`src/rtl/data_memory_controller.sv`:
```
// Data-memory access unit: one RV64 load/store per memory_start over a 64-bit doubleword bus.
// Define MEM_SPLIT_ACCESS_EN to split doubleword-crossing accesses into two beats; otherwise they are flagged misaligned.
module data_memory_controller #(
   parameter int ADDR_WIDTH = 64
) (
   input  logic                  clk,
   input  logic                  reset,
   input  logic                  memory_start,
   input  logic                  sel_mem_operation,
   input  logic [2:0]            funct3,
   input  logic [ADDR_WIDTH-1:0] address,
   input  logic [63:0]           store_data,
   output logic                  memory_done,
   output logic [63:0]           load_data,
   output logic                  misaligned,
   output logic                  mem_req,
   output logic                  mem_we,
   output logic [ADDR_WIDTH-1:0] mem_addr,
   output logic [63:0]           mem_wdata,
   output logic [7:0]            mem_wstrb,
   input  logic [63:0]           mem_rdata,
   input  logic                  mem_ack
);

   typedef enum logic [1:0] {IDLE, BEAT0, BEAT1, FINISH} state_e;

   state_e                  state_q, state_d;
   logic                    op_q;
   logic [2:0]              f3_q;
   logic [ADDR_WIDTH-1:0]   addr_q;
   logic [63:0]             sdata_q;
   logic [63:0]             load_q, load_d;
   logic                    latch_en;
   logic [3:0]              n_in, n_q;
   logic [2:0]              o_q;
   logic                    cross_in;
   logic [ADDR_WIDTH-1:0]   base_addr;
   logic [7:0]              strb0;
   logic [63:0]             wdata0;
`ifdef MEM_SPLIT_ACCESS_EN
   logic                    cross_q;
   logic                    cap0;
   logic [63:0]             rdata0_q;
   logic [15:0]             wide_s;
   logic [127:0]            wide_w;
`else
   logic                    mis_q, mis_d;
`endif

   // Shift the raw bytes down to the access offset, then extend to 64 bits.
   function automatic logic [63:0] load_extend(input logic [127:0] raw,
                                               input logic [2:0]   off,
                                               input logic [2:0]   f3);
      logic [63:0] s;
      logic        sx;
      s  = 64'(raw >> {off, 3'b000});
      sx = ~f3[2];
      case (f3[1:0])
         2'b00:   load_extend = {{56{sx & s[7]}},  s[7:0]};
         2'b01:   load_extend = {{48{sx & s[15]}}, s[15:0]};
         2'b10:   load_extend = {{32{sx & s[31]}}, s[31:0]};
         default: load_extend = s;
      endcase
   endfunction

   assign n_in      = 4'd1 << funct3[1:0];
   assign cross_in  = ({1'b0, address[2:0]} + n_in) > 4'd8;
   assign n_q       = 4'd1 << f3_q[1:0];
   assign o_q       = addr_q[2:0];
   assign base_addr = {addr_q[ADDR_WIDTH-1:3], 3'b000};
   assign load_data = load_q;

`ifdef MEM_SPLIT_ACCESS_EN
   assign wide_s = ((16'h1 << n_q) - 16'h1) << o_q;
   assign wide_w = {64'b0, sdata_q} << {o_q, 3'b000};
   assign strb0  = wide_s[7:0];
   assign wdata0 = wide_w[63:0];
`else
   assign strb0  = 8'(((16'h1 << n_q) - 16'h1) << o_q);
   assign wdata0 = sdata_q << {o_q, 3'b000};
`endif

   always_comb begin
      state_d     = state_q;
      load_d      = load_q;
      latch_en    = 1'b0;
      mem_req     = 1'b0;
      mem_we      = 1'b0;
      mem_addr    = '0;
      mem_wdata   = '0;
      mem_wstrb   = '0;
      memory_done = 1'b0;
      misaligned  = 1'b0;
`ifdef MEM_SPLIT_ACCESS_EN
      cap0        = 1'b0;
`else
      mis_d       = mis_q;
`endif
      case (state_q)
         IDLE: begin
            if (memory_start) begin
               latch_en = 1'b1;
`ifdef MEM_SPLIT_ACCESS_EN
               state_d  = BEAT0;
`else
               mis_d    = cross_in;
               if (cross_in) begin
                  state_d = FINISH;
                  load_d  = '0;
               end else begin
                  state_d = BEAT0;
               end
`endif
            end
         end
         BEAT0: begin
            mem_req   = 1'b1;
            mem_we    = op_q;
            mem_addr  = base_addr;
            mem_wdata = wdata0;
            mem_wstrb = op_q ? strb0 : 8'h00;
            if (mem_ack) begin
`ifdef MEM_SPLIT_ACCESS_EN
               if (cross_q) begin
                  cap0    = 1'b1;
                  state_d = BEAT1;
               end else begin
                  state_d = FINISH;
                  if (!op_q) load_d = load_extend({64'b0, mem_rdata}, o_q, f3_q);
               end
`else
               state_d = FINISH;
               if (!op_q) load_d = load_extend({64'b0, mem_rdata}, o_q, f3_q);
`endif
            end
         end
`ifdef MEM_SPLIT_ACCESS_EN
         BEAT1: begin
            mem_req   = 1'b1;
            mem_we    = op_q;
            mem_addr  = base_addr + ADDR_WIDTH'(8);
            mem_wdata = wide_w[127:64];
            mem_wstrb = op_q ? wide_s[15:8] : 8'h00;
            if (mem_ack) begin
               state_d = FINISH;
               if (!op_q) load_d = load_extend({mem_rdata, rdata0_q}, o_q, f3_q);
            end
         end
`endif
         FINISH: begin
            memory_done = 1'b1;
`ifndef MEM_SPLIT_ACCESS_EN
            misaligned  = mis_q;
`endif
            state_d     = IDLE;
         end
         default: state_d = IDLE;
      endcase
   end

   always_ff @(posedge clk) begin
      if (reset) begin
         state_q <= IDLE;
         load_q  <= '0;
`ifndef MEM_SPLIT_ACCESS_EN
         mis_q   <= 1'b0;
`endif
      end else begin
         state_q <= state_d;
         load_q  <= load_d;
`ifndef MEM_SPLIT_ACCESS_EN
         mis_q   <= mis_d;
`endif
      end
   end

   // Request fields are only meaningful while the FSM is busy, so they carry no reset.
   always_ff @(posedge clk) begin
      if (latch_en) begin
         op_q    <= sel_mem_operation;
         f3_q    <= funct3;
         addr_q  <= address;
         sdata_q <= store_data;
`ifdef MEM_SPLIT_ACCESS_EN
         cross_q <= cross_in;
`endif
      end
`ifdef MEM_SPLIT_ACCESS_EN
      if (cap0) rdata0_q <= mem_rdata;
`endif
   end

endmodule

```
`config.mk`:
```
export PLATFORM = sky130hd
export DESIGN_NAME = data_memory_controller
export DESIGN_NICKNAME = d
export VERILOG_FILES = /design/src/rtl/data_memory_controller.sv
export SDC_FILE = /design/constraint.sdc
export NUM_CORES = 1
export LEC_CHECK = 0
export BUFFER_PORTS_ARGS = -buffer_cell sky130_fd_sc_hd__buf_2
export CAP_MARGIN = 25
export CORE_AREA = 3 3 156 158
export DETAILED_ROUTE_END_ITERATION = 16
export DIE_AREA = 0 0 159 161
export GPL_TIMING_DRIVEN = 0
export PLACE_DENSITY = 0.76
export SETUP_SLACK_MARGIN = 0.1
export SYNTH_ARGS = -nofsm -noshare
export SYNTH_HDL_FRONTEND = slang
export SYNTH_SLANG_ARGS = --single-unit
export TNS_END_PERCENT = 30
```
`constraint.sdc`:
```
create_clock -name clk -period 6 [get_ports clk]
set_input_delay 0.6 -clock clk [delete_from_list [all_inputs] [get_ports clk]]
set_output_delay 0.6 -clock clk [all_outputs]
set_load 0.02 [all_outputs]
```
==> impl_results.html <==
<table>
<tr><th>Metric</th><th>Value</th></tr>
<tr><th colspan="2">GRT</th></tr>
<tr><td>Met2 demand-to-capacity share in global routing</td><td>0.538</td></tr>
<tr><td>GR met3 Demand/Resource</td><td>0.0780</td></tr>
<tr><td>Largest net degree at the start of global routing</td><td>~110</td></tr>
<tr><td>GRT busiest layer</td><td>met2</td></tr>
<tr><td>Initial antenna violation count</td><td>5</td></tr>
<tr><td>Met1 demand-to-capacity share in global routing</td><td>0.389</td></tr>
<tr><td>Total routing usage reported by global routing</td><td>0.315</td></tr>
<tr><td>Total gr overflow</td><td>0</td></tr>
<tr><td>Wire length of the first global-routing pass</td><td>between 60 and 70 mm</td></tr>
<tr><td>Via count of the first global-routing pass</td><td>around 10000</td></tr>
<tr><th colspan="2">Worst setup path</th></tr>
<tr><td>Worst-path fanout max</td><td>10</td></tr>
<tr><td>Critical path required time</td><td>around 5400 ps</td></tr>
<tr><td>Type of the worst setup path</td><td>register to primary output</td></tr>
<tr><td>Top Family by Delay on Critical Path</td><td>simple AND/OR/NAND/NOR gates</td></tr>
<tr><td>Most repeated library cell on the critical path</td><td>buf_2</td></tr>
<tr><td>List of cells traversed by the critical path</td><td>buf_2 &gt; buf_2 &gt; buf_2 &gt; nor2_1 &gt; nand2_1 &gt; nor2_1 &gt; nand2_1 &gt; o21ai_0 &gt; buf_2</td></tr>
<tr><td>Worst-path cell with the longest stage delay</td><td>nor2_1</td></tr>
<tr><td>Bufs and invs on worst path</td><td>4</td></tr>
<tr><td>Delay contributed by the slowest stage of the critical path</td><td>670 ps</td></tr>
<tr><td>Worst Path Arrival</td><td>3580 ps</td></tr>
<tr><td>Critical Path Source Type</td><td>register</td></tr>
<tr><td>Worst setup EP type</td><td>primary output</td></tr>
<tr><th colspan="2">Die</th></tr>
<tr><td>Die Wd</td><td>between 150 and 200 um</td></tr>
<tr><td>Die height</td><td>around 160 um</td></tr>
<tr><td>Count of pins on the block boundary</td><td>~400</td></tr>
<tr><td>Number of standard-cell rows in the floorplan</td><td>56</td></tr>
<tr><td>Starting density of the core</td><td>0.468</td></tr>
<tr><td>Floorplan Core Area</td><td>between 0.02 and 0.025 mm^2</td></tr>
<tr><td>Die Outline Area</td><td>around 0.026 mm^2</td></tr>
<tr><th colspan="2">Placement</th></tr>
<tr><td>DPL Wire Length</td><td>31.6 mm</td></tr>
<tr><td>Cell area reported after detailed placement</td><td>0.0133 mm^2</td></tr>
<tr><td>Port Buffer Count</td><td>399</td></tr>
<tr><td>RePlAce Congestion</td><td>0.954</td></tr>
<tr><th colspan="2">STA</th></tr>
<tr><td>Smallest hold slack</td><td>between 300 and 400 ps</td></tr>
<tr><td>Setup repair after global routing missed its margin</td><td>no</td></tr>
<tr><td>Number of setup violations in the final report</td><td>0</td></tr>
<tr><td>Measured slew at the worst slew-check pin</td><td>about 1000 ps</td></tr>
<tr><td>Remaining max-slew budget at the tightest pin</td><td>0.331</td></tr>
<tr><td>Achievable frequency</td><td>0.239 GHz</td></tr>
<tr><td>Clock skew after layout</td><td>approximately 15 ps</td></tr>
<tr><td>Final Hold Vio Count</td><td>0</td></tr>
<tr><td>Part of the cycle the worst path needs</td><td>0.697</td></tr>
<tr><td>Time the worst path needs with I/O delays and setup</td><td>4180 ps</td></tr>
<tr><td>Final slew viol count</td><td>0</td></tr>
<tr><th colspan="2">Drt</th></tr>
<tr><td>Total detailed-routing wirelength</td><td>roughly 42 mm</td></tr>
<tr><td>DRC errors left</td><td>0</td></tr>
<tr><td>Routed len/inst</td><td>23.9 um</td></tr>
<tr><td>Per-cell via count in the routed design</td><td>between 5 and 6</td></tr>
<tr><td>Routed Antenna Nets</td><td>0</td></tr>
<tr><td>Initial DRC count</td><td>approximately 1100</td></tr>
<tr><td>Via count</td><td>10149</td></tr>
<tr><td>Drt pass-1 iters</td><td>6</td></tr>
<tr><th colspan="2">Yosys</th></tr>
<tr><td>Synth Area per Inst</td><td>11.0 um^2</td></tr>
<tr><td>Post-Syn Area</td><td>about 0.011 mm^2</td></tr>
<tr><td>Number of synthesized register bits</td><td>between 150 and 200</td></tr>
<tr><td>Synth unique cells</td><td>54</td></tr>
<tr><td>Proportion of synthesized chip area in sequential cells</td><td>0.487</td></tr>
<tr><td>Synth warnings</td><td>0</td></tr>
<tr><td>Syn Inst Count</td><td>a little under 1000</td></tr>
<tr><th colspan="2">Worst hold path</th></tr>
<tr><td>Worst min-delay path category</td><td>input pin to register</td></tr>
<tr><th colspan="2">Clock tree</th></tr>
<tr><td>Number of levels the H-tree was split into</td><td>4</td></tr>
<tr><td>Clock sink count</td><td>roughly 200</td></tr>
<tr><td>CTS clk-pin slew, worst paths</td><td>around 100 ps</td></tr>
<tr><td>Post-cts hold buffer count</td><td>0</td></tr>
<tr><td>Source-to-sink clock delay at the later pin of the worst-skew pair</td><td>between 400 and 500 ps</td></tr>
<tr><td>Post-CTS setup buffer count</td><td>0</td></tr>
<tr><td>Number of buffers added by the clock tree synthesis step</td><td>17</td></tr>
<tr><td>Root Buffer Master</td><td>clkbuf_16</td></tr>
<tr><td>Worst-case clock buffer depth</td><td>2</td></tr>
<tr><td>Resized cells post-CTS</td><td>0</td></tr>
<tr><td>CTS tree</td><td>built</td></tr>
<tr><th colspan="2">Finish</th></tr>
<tr><td>Fin nets</td><td>roughly 1600</td></tr>
<tr><td>Fraction of layout cells with a size suffix above 1</td><td>0.394</td></tr>
<tr><td>Synthesis-to-layout area growth</td><td>28.5%</td></tr>
<tr><td>Number of inserted filler cells in the final layout</td><td>between 2000 and 2500</td></tr>
<tr><td>Final cell area excluding filler cells</td><td>between 0.01 and 0.015 mm^2</td></tr>
<tr><th colspan="2">Pwr</th></tr>
<tr><td>Power per cell area</td><td>about 270 mW/mm^2</td></tr>
<tr><td>Maximum VDD drop</td><td>between 0.15 and 0.2 mV</td></tr>
<tr><td>LEAKAGE</td><td>6.20 nW</td></tr>
<tr><th colspan="2">Status</th></tr>
<tr><td>Result of the run</td><td>complete, no violations</td></tr>
<tr><th colspan="2">Run</th></tr>
<tr><td>Maximum capacitance violations</td><td>0</td></tr>
</table>
layout by cell type, fill, tap and decap left out, types with 7 or more instances in the layout:
cell type,Yosys,routed
a211oi_1,18,18
a21oi_1,57,57
a22o_1,19,19
a22oi_1,11,11
a2bb2oi_1,7,7
and2_1,78,78
and3_1,15,15
buf_2,24,423
clkbuf_1,45,45
clkbuf_16,0,17
dfxtp_1,67,67
edfxtp_1,132,132
mux2_2,14,14
mux2i_1,72,72
mux4_2,45,45
nand2_1,112,112
nand3_1,7,7
nor2_1,90,90
nor2b_1,14,14
o21a_1,9,9
o21ai_0,56,56
o21ai_2,30,30
o22a_1,8,8
cells in the mapped netlist, drive strengths merged:
cell | count | area [um^2]
edfxtp | 132 | 3960
nand2 | 112 | 420
nor2 | 90 | 338
o21ai | 86 | 543
and2 | 78 | 488
mux2i | 72 | 721
dfxtp | 67 | 1340
a21oi | 57 | 285
clkbuf | 45 | 169
mux4 | 45 | 1010
buf | 37 | 218
a211oi | 19 | 148
a22o | 19 | 166
and3 | 15 | 93.8
mux2 | 14 | 158
nor2b | 14 | 87.6
a22oi | 11 | 82.6
o21a | 9 | 67.6
o22a | 8 | 70.1
a2bb2oi | 7 | 61.3
inv | 7 | 26.3
nand3 | 7 | 35.0
nand2b | 6 | 37.5
nor3 | 6 | 30.0
ha | 4 | 50.1
o32ai | 3 | 45.1
a311oi | 2 | 23.8
nor3b | 2 | 15.0
o31ai | 2 | 28.8
o32a | 2 | 20.0
a2111oi | 1 | 8.76
a31oi | 1 | 6.26
a32o | 1 | 10.0
clkinv | 1 | 3.75
conb | 1 | 3.75
fa | 1 | 20.0
nand3b | 1 | 7.51
nand4b | 1 | 8.76
o211ai | 1 | 7.51
o22ai | 1 | 6.26
o311a | 1 | 10.0
o311ai | 1 | 26.3
or2 | 1 | 6.26
or3 | 1 | 6.26
xor2 | 1 | 8.76
flip-flops by register name, summed over array words and instances, names as in the netlist:
register	flops
addr_q	64
f3_q	3
load_data	64
mis_q	1
op_q	1
sdata_q	64
state_q	2
power by group:
group          total [W]  internal (W)  leakage, nW  switching [W]
logic           0.000865      0.000318         4.09       0.000547
clock network    0.00127      0.000597        0.314       0.000669
registers        0.00160       0.00156         1.80      0.0000443
total            0.00374       0.00248         6.20        0.00126
routing by layer:
metal | up-vias | wire length, um
li1 | 4504 | -
met1 | 4834 | 15300
met2 | 708 | 20800
met3 | 103 | 4440
met4 | 0 | 1210
met5 | - | 0
kinds of logic (layout without fill, tap and decap cells):
| kind of cell | count (synthesis) | in the layout | share of synthesized area |
|---|---|---|---|
| other cells | 1 | 8 | 0.000344 |
| simple gates | 334 | 334 | 0.145 |
| buf+inv | 90 | 522 | 0.0383 |
| flops | 199 | 199 | 0.487 |
| fa+ha+maj | 5 | 5 | 0.00644 |
| xor+xnor | 1 | 1 | 0.000805 |
| mux | 131 | 131 | 0.174 |
| compound gates | 232 | 232 | 0.148 |
cell type report:
cell class / count / area [um^2] / area share
Sequential cell: 199 / 5310 / 0.379
Antenna cell: 5 / 12.5 / 0.000895
Buffer: 82 / 387 / 0.0276
Inverter: 8 / 35.0 / 0.00250
Clock buffer: 17 / 425 / 0.0304
Clock inverter: 15 / 226 / 0.0162
Timing Repair Buffer: 400 / 2020 / 0.145
Tap cell: 319 / 399 / 0.0285
Multi-Input combinational cell: 706 / 5170 / 0.370
metrics by stage:
| step | total power, W | instances | utilization | setup slack (ps) | TNS, ps |
|---|---|---|---|---|---|
| finish | 0.00374 | 1751 | 0.601 | 1820 | 0 |
| global route | 0.00386 | 1751 | 0.601 | 1690 | 0 |
| CTS | 0.00373 | 1746 | 0.601 | 1910 | 0 |
| detailed placement | 0.00248 | 1714 | 0.573 | 2360 | 0 |
| global placement | 0.00248 | 1713 | 0.571 | -727 | -38610 |
| floorplan | 0.00216 | 995 | - | 1230 | 0 |
final timing paths:
kind | endpoint | slack [ps] | start | cells past startpoint
worst min register to register | load_data[16] | 440 | load_data[16] | 2
worst min-delay path | addr_q[22] | 310 | address[22] | 1
worst max-delay path | mem_wdata[39] | 1820 | addr_q[0] | 9
worst max register to register | load_data[24] | 3260 | addr_q[1] | 7
worst reg2reg max path, delay by kind of cell (launching register included):
kind | cells | cell delay [ps]
simple gates | 1 | 890
flops | 1 | 380
compound gates | 3 | 720
buf+inv | 3 | 700
Note: power is estimated with default switching activity, not from simulation.
